`config.mk`:
```
export PLATFORM = sky130hd
export DESIGN_NAME = udp_payload_extractor
export DESIGN_NICKNAME = d
export VERILOG_FILES = /design/src/rtl/udp_payload_extractor.sv
export SDC_FILE = /design/constraint.sdc
export NUM_CORES = 1
export LEC_CHECK = 0
export ABC_AREA = 1
export CAP_MARGIN = 30
export CORE_UTILIZATION = 60
export DETAILED_ROUTE_END_ITERATION = 12
export PLACE_DENSITY = 0.82
export SYNTH_ARGS = -nofsm -noshare
export SYNTH_HDL_FRONTEND = slang
export SYNTH_SLANG_ARGS = --single-unit
```
`constraint.sdc`:
```
create_clock -name rxClkIn -period 5.1 [get_ports rxClkIn]
set_clock_uncertainty 0.2 [all_clocks]
set_input_delay 0.51 -clock rxClkIn [delete_from_list [all_inputs] [get_ports rxClkIn]]
set_output_delay 0.51 -clock rxClkIn [all_outputs]
set_load 0.05 [all_outputs]
```
`src/rtl/udp_payload_extractor.sv`:
```
// udp_payload_extractor
// Parses the Ethernet/IPv4/UDP headers of a received frame byte stream.
// Frames that pass every header check and match DST_PORT have their UDP
// payload forwarded as a byte stream. All other frames are dropped and counted.
//
// Handshake: the input side uses rxDataValidIn to qualify rxDataIn. rxDataLastIn
// has meaning only when valid is high. There is no back-pressure in either
// direction. payloadValidOut qualifies payloadOut, and payloadLastOut and
// payloadErrOut are high only in the same cycle as payloadValidOut.
module udp_payload_extractor #(
  parameter logic [15:0] DST_PORT = 16'd5000
) (
  input  logic        rxClkIn,
  input  logic        rstBIn,
  input  logic [7:0]  rxDataIn,
  input  logic        rxDataValidIn,
  input  logic        rxDataLastIn,
  output logic [7:0]  payloadOut,
  output logic        payloadValidOut,
  output logic        payloadLastOut,
  output logic        payloadErrOut,
  output logic        dropOut,
  output logic [15:0] goodCntOut,
  output logic [15:0] dropCntOut,
  output logic [1:0]  stateDbgOut
);

  typedef enum logic [1:0] {
    HDR     = 2'd0,
    PAYLOAD = 2'd1,
    DRAIN   = 2'd2
  } state_t;

  localparam logic [5:0] IDX_MAX = 6'd42;

  state_t      state;
  logic [5:0]  idx;
  logic [7:0]  prev_byte;
  logic [15:0] csum;
  logic [15:0] udp_len;
  logic [15:0] remain;

  logic [15:0] word;
  logic [15:0] csum_base;
  logic [16:0] csum_wide;
  logic [15:0] csum_next;
  logic        csum_word;
  logic        hdr_fail;
  logic        hdr_runt;

  // Header checks on the current byte. A 16-bit field is judged on its second byte.
  always_comb begin
    word      = {prev_byte, rxDataIn};
    csum_base = (idx == 6'd15) ? 16'h0000 : csum;
    csum_wide = {1'b0, csum_base} + {1'b0, word};
    csum_next = csum_wide[15:0] + {15'd0, csum_wide[16]};
    csum_word = idx[0] && (idx >= 6'd15) && (idx <= 6'd33);
    hdr_fail  = 1'b0;
    case (idx)
      6'd13:   hdr_fail = (word != 16'h0800);
      6'd14:   hdr_fail = (rxDataIn != 8'h45);
      6'd23:   hdr_fail = (rxDataIn != 8'h11);
      6'd33:   hdr_fail = (csum_next != 16'hFFFF);
      6'd37:   hdr_fail = (word != DST_PORT);
      6'd39:   hdr_fail = (word < 16'd8);
      default: hdr_fail = 1'b0;
    endcase
    // A zero-length datagram may legitimately end on its last header byte.
    hdr_runt = rxDataLastIn && !((idx == 6'd41) && (udp_len == 16'd8));
  end

  // Parser FSM with registered payload, drop and counter outputs
  always_ff @(posedge rxClkIn or negedge rstBIn) begin
    if (!rstBIn) begin
      state           <= HDR;
      idx             <= 6'd0;
      prev_byte       <= 8'h00;
      csum            <= 16'h0000;
      udp_len         <= 16'h0000;
      remain          <= 16'h0000;
      payloadOut      <= 8'h00;
      payloadValidOut <= 1'b0;
      payloadLastOut  <= 1'b0;
      payloadErrOut   <= 1'b0;
      dropOut         <= 1'b0;
      goodCntOut      <= 16'h0000;
      dropCntOut      <= 16'h0000;
    end else begin
      payloadValidOut <= 1'b0;
      payloadLastOut  <= 1'b0;
      payloadErrOut   <= 1'b0;
      dropOut         <= 1'b0;
      if (rxDataValidIn) begin
        prev_byte <= rxDataIn;
        if (rxDataLastIn) begin
          idx <= 6'd0;
        end else if (idx != IDX_MAX) begin
          idx <= idx + 6'd1;
        end
        case (state)
          HDR: begin
            if (csum_word) begin
              csum <= csum_next;
            end
            if (idx == 6'd39) begin
              udp_len <= word;
            end
            if (hdr_fail || hdr_runt) begin
              dropOut    <= 1'b1;
              dropCntOut <= dropCntOut + 16'd1;
              state      <= rxDataLastIn ? HDR : DRAIN;
            end else if (idx == 6'd41) begin
              if (udp_len == 16'd8) begin
                goodCntOut <= goodCntOut + 16'd1;
                state      <= rxDataLastIn ? HDR : DRAIN;
              end else begin
                remain <= udp_len - 16'd8;
                state  <= PAYLOAD;
              end
            end
          end
          PAYLOAD: begin
            payloadOut      <= rxDataIn;
            payloadValidOut <= 1'b1;
            remain          <= remain - 16'd1;
            if (remain == 16'd1) begin
              payloadLastOut <= 1'b1;
              goodCntOut     <= goodCntOut + 16'd1;
              state          <= rxDataLastIn ? HDR : DRAIN;
            end else if (rxDataLastIn) begin
              payloadLastOut <= 1'b1;
              payloadErrOut  <= 1'b1;
              dropCntOut     <= dropCntOut + 16'd1;
              state          <= HDR;
            end
          end
          DRAIN: begin
            if (rxDataLastIn) begin
              state <= HDR;
            end
          end
          default: state <= HDR;
        endcase
      end
    end
  end

  assign stateDbgOut = state;

endmodule
```
---- After elaboration in Yosys (flattened, before gate mapping) ----
Cells that the tools add are included.
word-level totals
  register bits ........................... 108
  output and inout bits ................... 46
  word-level logic and storage cells ...... 103
  input port bits ......................... 12
operators by class
  mux-type cells .......................... 36
  eq/ne operators ......................... 27
  add/sub/neg operators ................... 7
  magnitude comparators ................... 3
  reduce and logical (&&, ||, !) cells .... 17
operators by type and width
  kind                     count
  $mux W16                 11
  $pmux W16 S2             3
  $add A16 B1 Y16 const B  2
  $eq A6 B6 Y1 const B     4
  $eq A6 B4 Y1 const B     3
  $add A16 B16 Y17         1
  $add A16 B1 Y16          1
  $eq A16 B1 Y1 const B    1
  $eq A16 B4 Y1 const B    1
  $lt A16 B4 Y1 const B    1
  $ne A16 B12 Y1 const B   1
  $ne A16 B13 Y1 const B   1
  $ne A16 B16 Y1 const B   1
  $ne A2 B2 Y1 const B     8
  $sub A16 B1 Y16 const B  1
  $sub A16 B4 Y16 const B  1
  $mux W1                  12
  $mux W2                  6
  $mux W6                  2
  $reduce_and A5 Y1        2
  $ne A8 B5 Y1 const B     1
  $ne A8 B7 Y1 const B     1
  $add A6 B1 Y6 const B    1
  $eq A6 B5 Y1 const B     1
  other kinds (16)         23

---- Longest topological paths before layout ----
Gate-level depths: netlist of the first run.
  depth in word-level cells ............... 10
  mapped depth ............................ 38
  depth with buffers taken out ............ 37

---- Worst setup path before layout of the first run ----
Ideal clock, no wire load.
  kind .................................... register to register
  from .................................... register idx[0]
  to ...................................... register remain[3]
  path buffers ............................ 2
  data required time ...................... 4.777 ns
  path slack .............................. 0.493 ns
  setup time .............................. 0.123 ns
  cell stages (with the launch flop) ...... 38
  period minus slack after synthesis ...... 4.607 ns
  arrival time ............................ 4.284 ns
  path through ............................ dfrtp_1 > ha_1 > inv_1 > nor2_1 > nand2_1 > inv_1 > clkbuf_1 > nor2_1 > ha_1 > nand2_1 > nor2_1 > and2_1 > nand2_1 > nand2_1 > a21oi_1 > o21bai_1 > ha_1 > ha_1 > (+2 left out) > nand3_4 > nor2_4 > nand2_2 > nor2_4 > nand2_2 > nor2_2 > nand2_1 > nand2_1 > nand2_1 > nor2_1 > nand3_1 > nand2_2 > nand3_2 > nand2_2 > nand2_4 > buf_6 > nand2_2 > o21ai_2
on the way
  longest elaborated chain between the ends .. 9
  elaborated cells on any way between the ends .. 20
  those cells by class .................... add/sub: 2; eq/ne: 11; mux: 2; reduce/logical: 5
RTL lines
  item                                    RTL line  text
  start: declaration                      37        logic [5:0] idx;
  start signal: assignment                98        idx <= idx + 6'd1;
  $eq A6 B4 Y1                            54        csum_base = (idx == 6'd15) ? 16'h0000 : csum;
  $mux W16                                54
  $add A16 B16 Y17                        55        csum_wide = {1'b0, csum_base} + {1'b0, word};
  $add A16 B1 Y16                         56        csum_next = csum_wide[15:0] + {15'd0, csum_wide[16]};
  $ne A16 B16 Y1                          63        6'd33: hdr_fail = (csum_next != 16'hFFFF);
  $pmux W1 S6                             59        case (idx)
  $logic_or A1 B1 Y1                      108       if (hdr_fail || hdr_runt) begin
  $ne A2 B2 Y1 (no source line)           -
  $reduce_and A5 Y1 (no source line) (*)  -
  end signal: assignment                  117       remain <= udp_len - 16'd8;
  end signal: assignment                  125       remain <= remain - 16'd1;
  end: declaration                        41        logic [15:0] remain;
Every way passes the cells marked *; elsewhere a longest branch is shown, timed or not.
A chain may end at the register's enable or synchronous reset.

---- Worst setup path after layout of the first run ----
  from .................................... register idx[1]
  to ...................................... register remain[15]
Same word-level chain as after synthesis.

==> run summary, run 1 <==
## Place
* **routability congestion estimate from global placement** 0.941
* **port bufs** 57
* **placed standard-cell area** 8320 um^2
* **Detail Placement HPWL** 13500 um

## CTS
* **deepest level of the CTS H-tree** 3
* **buffer levels on the longest clock path** 2
* **number of clock buffers inserted by TritonCTS** 9
* **clock tree from TritonCTS** yes
* **number of sinks on the clock net** 108
* **clock latency at the later pin of the worst-skew pair** 0.36 ns
* **clock-pin transition on the worst setup and hold timing paths** 0.08 ns
* **cell at the root of the clock tree** clkbuf_16

## Drt
* **Vias** 7244
* **final antenna-violating net count** 0
* **routed len/inst** 14.2 um
* **number of iterations in the first detailed-routing pass** 6
* **vias per cell** 5.46
* **Final Routed Wirelength** 18900 um
* **post-route DRC violation count** 0
* **1st-iter DRT viols** 791

## Finish
* **Finished Core Util** 74.3%
* **area of all sequential standard cells** 2700 um^2
* **Antenna diodes** 0
* **Final #Nets** 1194
* **Multi-input gate area** 4420 um^2
* **synth-to-layout area growth** 19.6%
* **final design instance area without fill** 9000 um^2
* **number of fill cells** 947
* **share of final-layout standard cells stronger than drive strength 1** 14.0%

## Critical path
* **path depth of the worst reg2reg path** 36
* **Worst Setup Start Kind** flip-flop
* **required time worst endpoint** 5.14 ns
* **data arrival time at the worst-slack endpoint** 4.88 ns
* **CP peak stage delay** 0.42 ns
* **maximum fanout encountered on the critical timing path** 8
* **Crit. End Element** flip-flop
* **Reg-to-Reg Start** idx[1]$_DFFE_PN0P_
* **number of buffer and inverter instances along the worst setup path** 4
* **flop2flop setup slack** 0.27 ns
* **cell at the slowest stage of the critical path** dfrtp_2
* **most frequent CP cell** nand2_2
* **reg-to-reg endpoint** remain[15]$_DFFE_PN0P_
* **Crit path max-delay family** simple AND/OR/NAND/NOR gates
* **classification of the worst setup path** reg2reg

## Power
* **Total Power** 3.61 mW
* **Power per Cell Area** 402 nW/um^2
* **worst vdd ir** 0.211 mV
* **Leak Pwr** 4.39 nW

## STA
* **hold slack final** 0.0365 ns
* **Worst Tran Pin Value** 0.816 ns
* **f_max** 207 MHz
* **final count of negative-setup-slack endpoints** 0
* **setup_tns** 0 ns
* **Final Slew Violations** 0
* **Rel. slew slack** 45.6%
* **share of the clock period used by the worst path after layout** 94.8%
* **fin crit period** 4.83 ns
* **number of hold violations in the final report** 0

## Logic synthesis
* **Yosys warnings** 0
* **synthesized area divided by synthesized cell count** 7.01 um^2
* **share of async-settable or async-resettable flops after synthesis** 100%
* **Synth area leader** dfrtp_1
* **post-synthesis instance area** 7530 um^2
* **most numerous cell in the Yosys netlist** nand2_1
* **number of storage elements in the synthesis netlist** 108
* **most numerous cell types in the synthesized netlist** nand2_1, inv_1, nor2_1
* **Post-Synthesis Net Count** 1114
* **part of the Yosys area used for sequential elements** 35.9%
* **number of distinct library cell variants in the gate-level netlist after synthesis** 48
* **top flip-flop cell by instance count after synthesis** dfrtp_1
* **fraction of synthesized cell area taken by the top area cell type** 35.9%
* **main area contributors after synthesis** dfrtp_1, nand2_1, inv_1, nand3_1, nor2_1
* **Gate Count Post-Synth** 1074
* **Post-synth EDFFs** 0

## Floorplan
* **Die Outline Area** 13000 um^2
* **core region area** 12100 um^2
* **floorplan die width** 114 um
* **number of ports placed on the die boundary** 58
* **row count** 40
* **Die Ht** 114 um
* **initial cell density of the core** 62.1%

## GRT
* **pin count of the biggest net entering global routing** 66
* **Tot GR Track Use** 29.4%
* **overall overflow remaining after global route** 0
* **vias in the first global route** 6632
* **wire length of the first global-routing pass** 30500 um
* **initial antenna violation count** 0

## Flow run
* **count of maximum capacitance violations** 0

## Run status
* **result of the run** completed

## Min path
* **class of the worst hold path** in2async

==> report_power, final <==
group / switching [mW] / total, mW / internal [mW]
clock network: 0.336 / 0.670 / 0.334
registers: 0.175 / 1.19 / 1.02
logic: 1.15 / 1.75 / 0.597
total: 1.67 / 3.61 / 1.95
==> per-layer routing <==
metal | part of all wire [%] | track usage, %
met1 | 44 | 37.9
met2 | 49 | 50.4
met3 | 4.5 | 2.82
met4 | 2.9 | 12.7
met5 | 0 | 0
==> flip-flops by register name, summed over array words and instances (netlist names), 2 cells and up <==
signal / flops
remain: 16
goodCntOut: 16
payloadOut: 8
udp_len: 16
stateDbgOut: 2
prev_byte: 8
idx: 6
dropCntOut: 16
csum: 16
==> cell usage in the layout, fill, tap and decap left out, drive strengths merged, types with 5 or more instances in the layout <==
master and instances:
xnor2 22, clkinv 5, ha 27, a31oi 5, xor2 18, buf 30, clkdlybuf4s50 56, o21ai 93
clkbuf 9, nand3 90, nor2 119, nand4 24, nand2 326, nor4 7, inv 158, a21oi 16
dfrtp 108, nor3 19
==> final cells by class <==
type / instances / area share (%)
inverter: 157 / 6.58
sequential: 108 / 30.0
multi-input combinational: 791 / 49.1
timing repair buffer: 86 / 8.81
clock inverter: 7 / 0.542
clock buffer: 9 / 2.50
timing repair inverter: 1 / 0.0834
tap: 168 / 2.34
==> stage by stage <==
| stage | instances | setup slack [ns] |
|---|---|---|
| floorplan | 1074 | 0.493 |
| global placement | 1295 | -0.0171 |
| detailed placement | 1295 | -0.153 |
| CTS | 1312 | 0.0125 |
| global route | 1327 | -0.103 |
| finish | 1327 | 0.265 |
==> how the worst max path moves through the flow <==
stage	startpoint	end	cells past startpoint
after floorplan	idx[0]$_DFFE_PN0P_	remain[3]$_DFFE_PN0P_	37
after global placement	idx[0]$_DFFE_PN0P_	remain[2]$_DFFE_PN0P_	36
after detailed placement	idx[0]$_DFFE_PN0P_	remain[2]$_DFFE_PN0P_	36
after CTS	idx[0]$_DFFE_PN0P_	remain[13]$_DFFE_PN0P_	35
after global routing	idx[1]$_DFFE_PN0P_	remain[13]$_DFFE_PN0P_	36
final	idx[1]$_DFFE_PN0P_	remain[15]$_DFFE_PN0P_	36
==> what timing repair did <==
action                                  CTS  global route
endpoints found under the setup margin   19            35
resized for setup                         3            60
setup buffers                             0            12
pin swaps                                 1            29
cloned                                    1             3
hold endpoints to repair                  0             0
hold buffers                              0             0
==> logic make-up (layout without fill, tap and decap cells) <==
group	Yosys count	count (layout)	share of synthesized area [%]
muxes	2	2	0.266
buffers and inverters	178	260	9.29
AOI/OAI and AO/OA	126	126	9.64
adders and majority gates	28	28	4.75
xor gates and xnor gates	40	40	4.65
DFF	108	108	35.9
and+or+nand+nor	592	595	35.5
(Power assumes the default switching activity.)
==> run 2, diff against run 1 <==
Settings changed: CTS_BUF_LIST set to sky130_fd_sc_hd__clkbuf_16.
==> results of run 2 <==
Same layout as run 1: the final DEF is identical, and so are final timing and power.
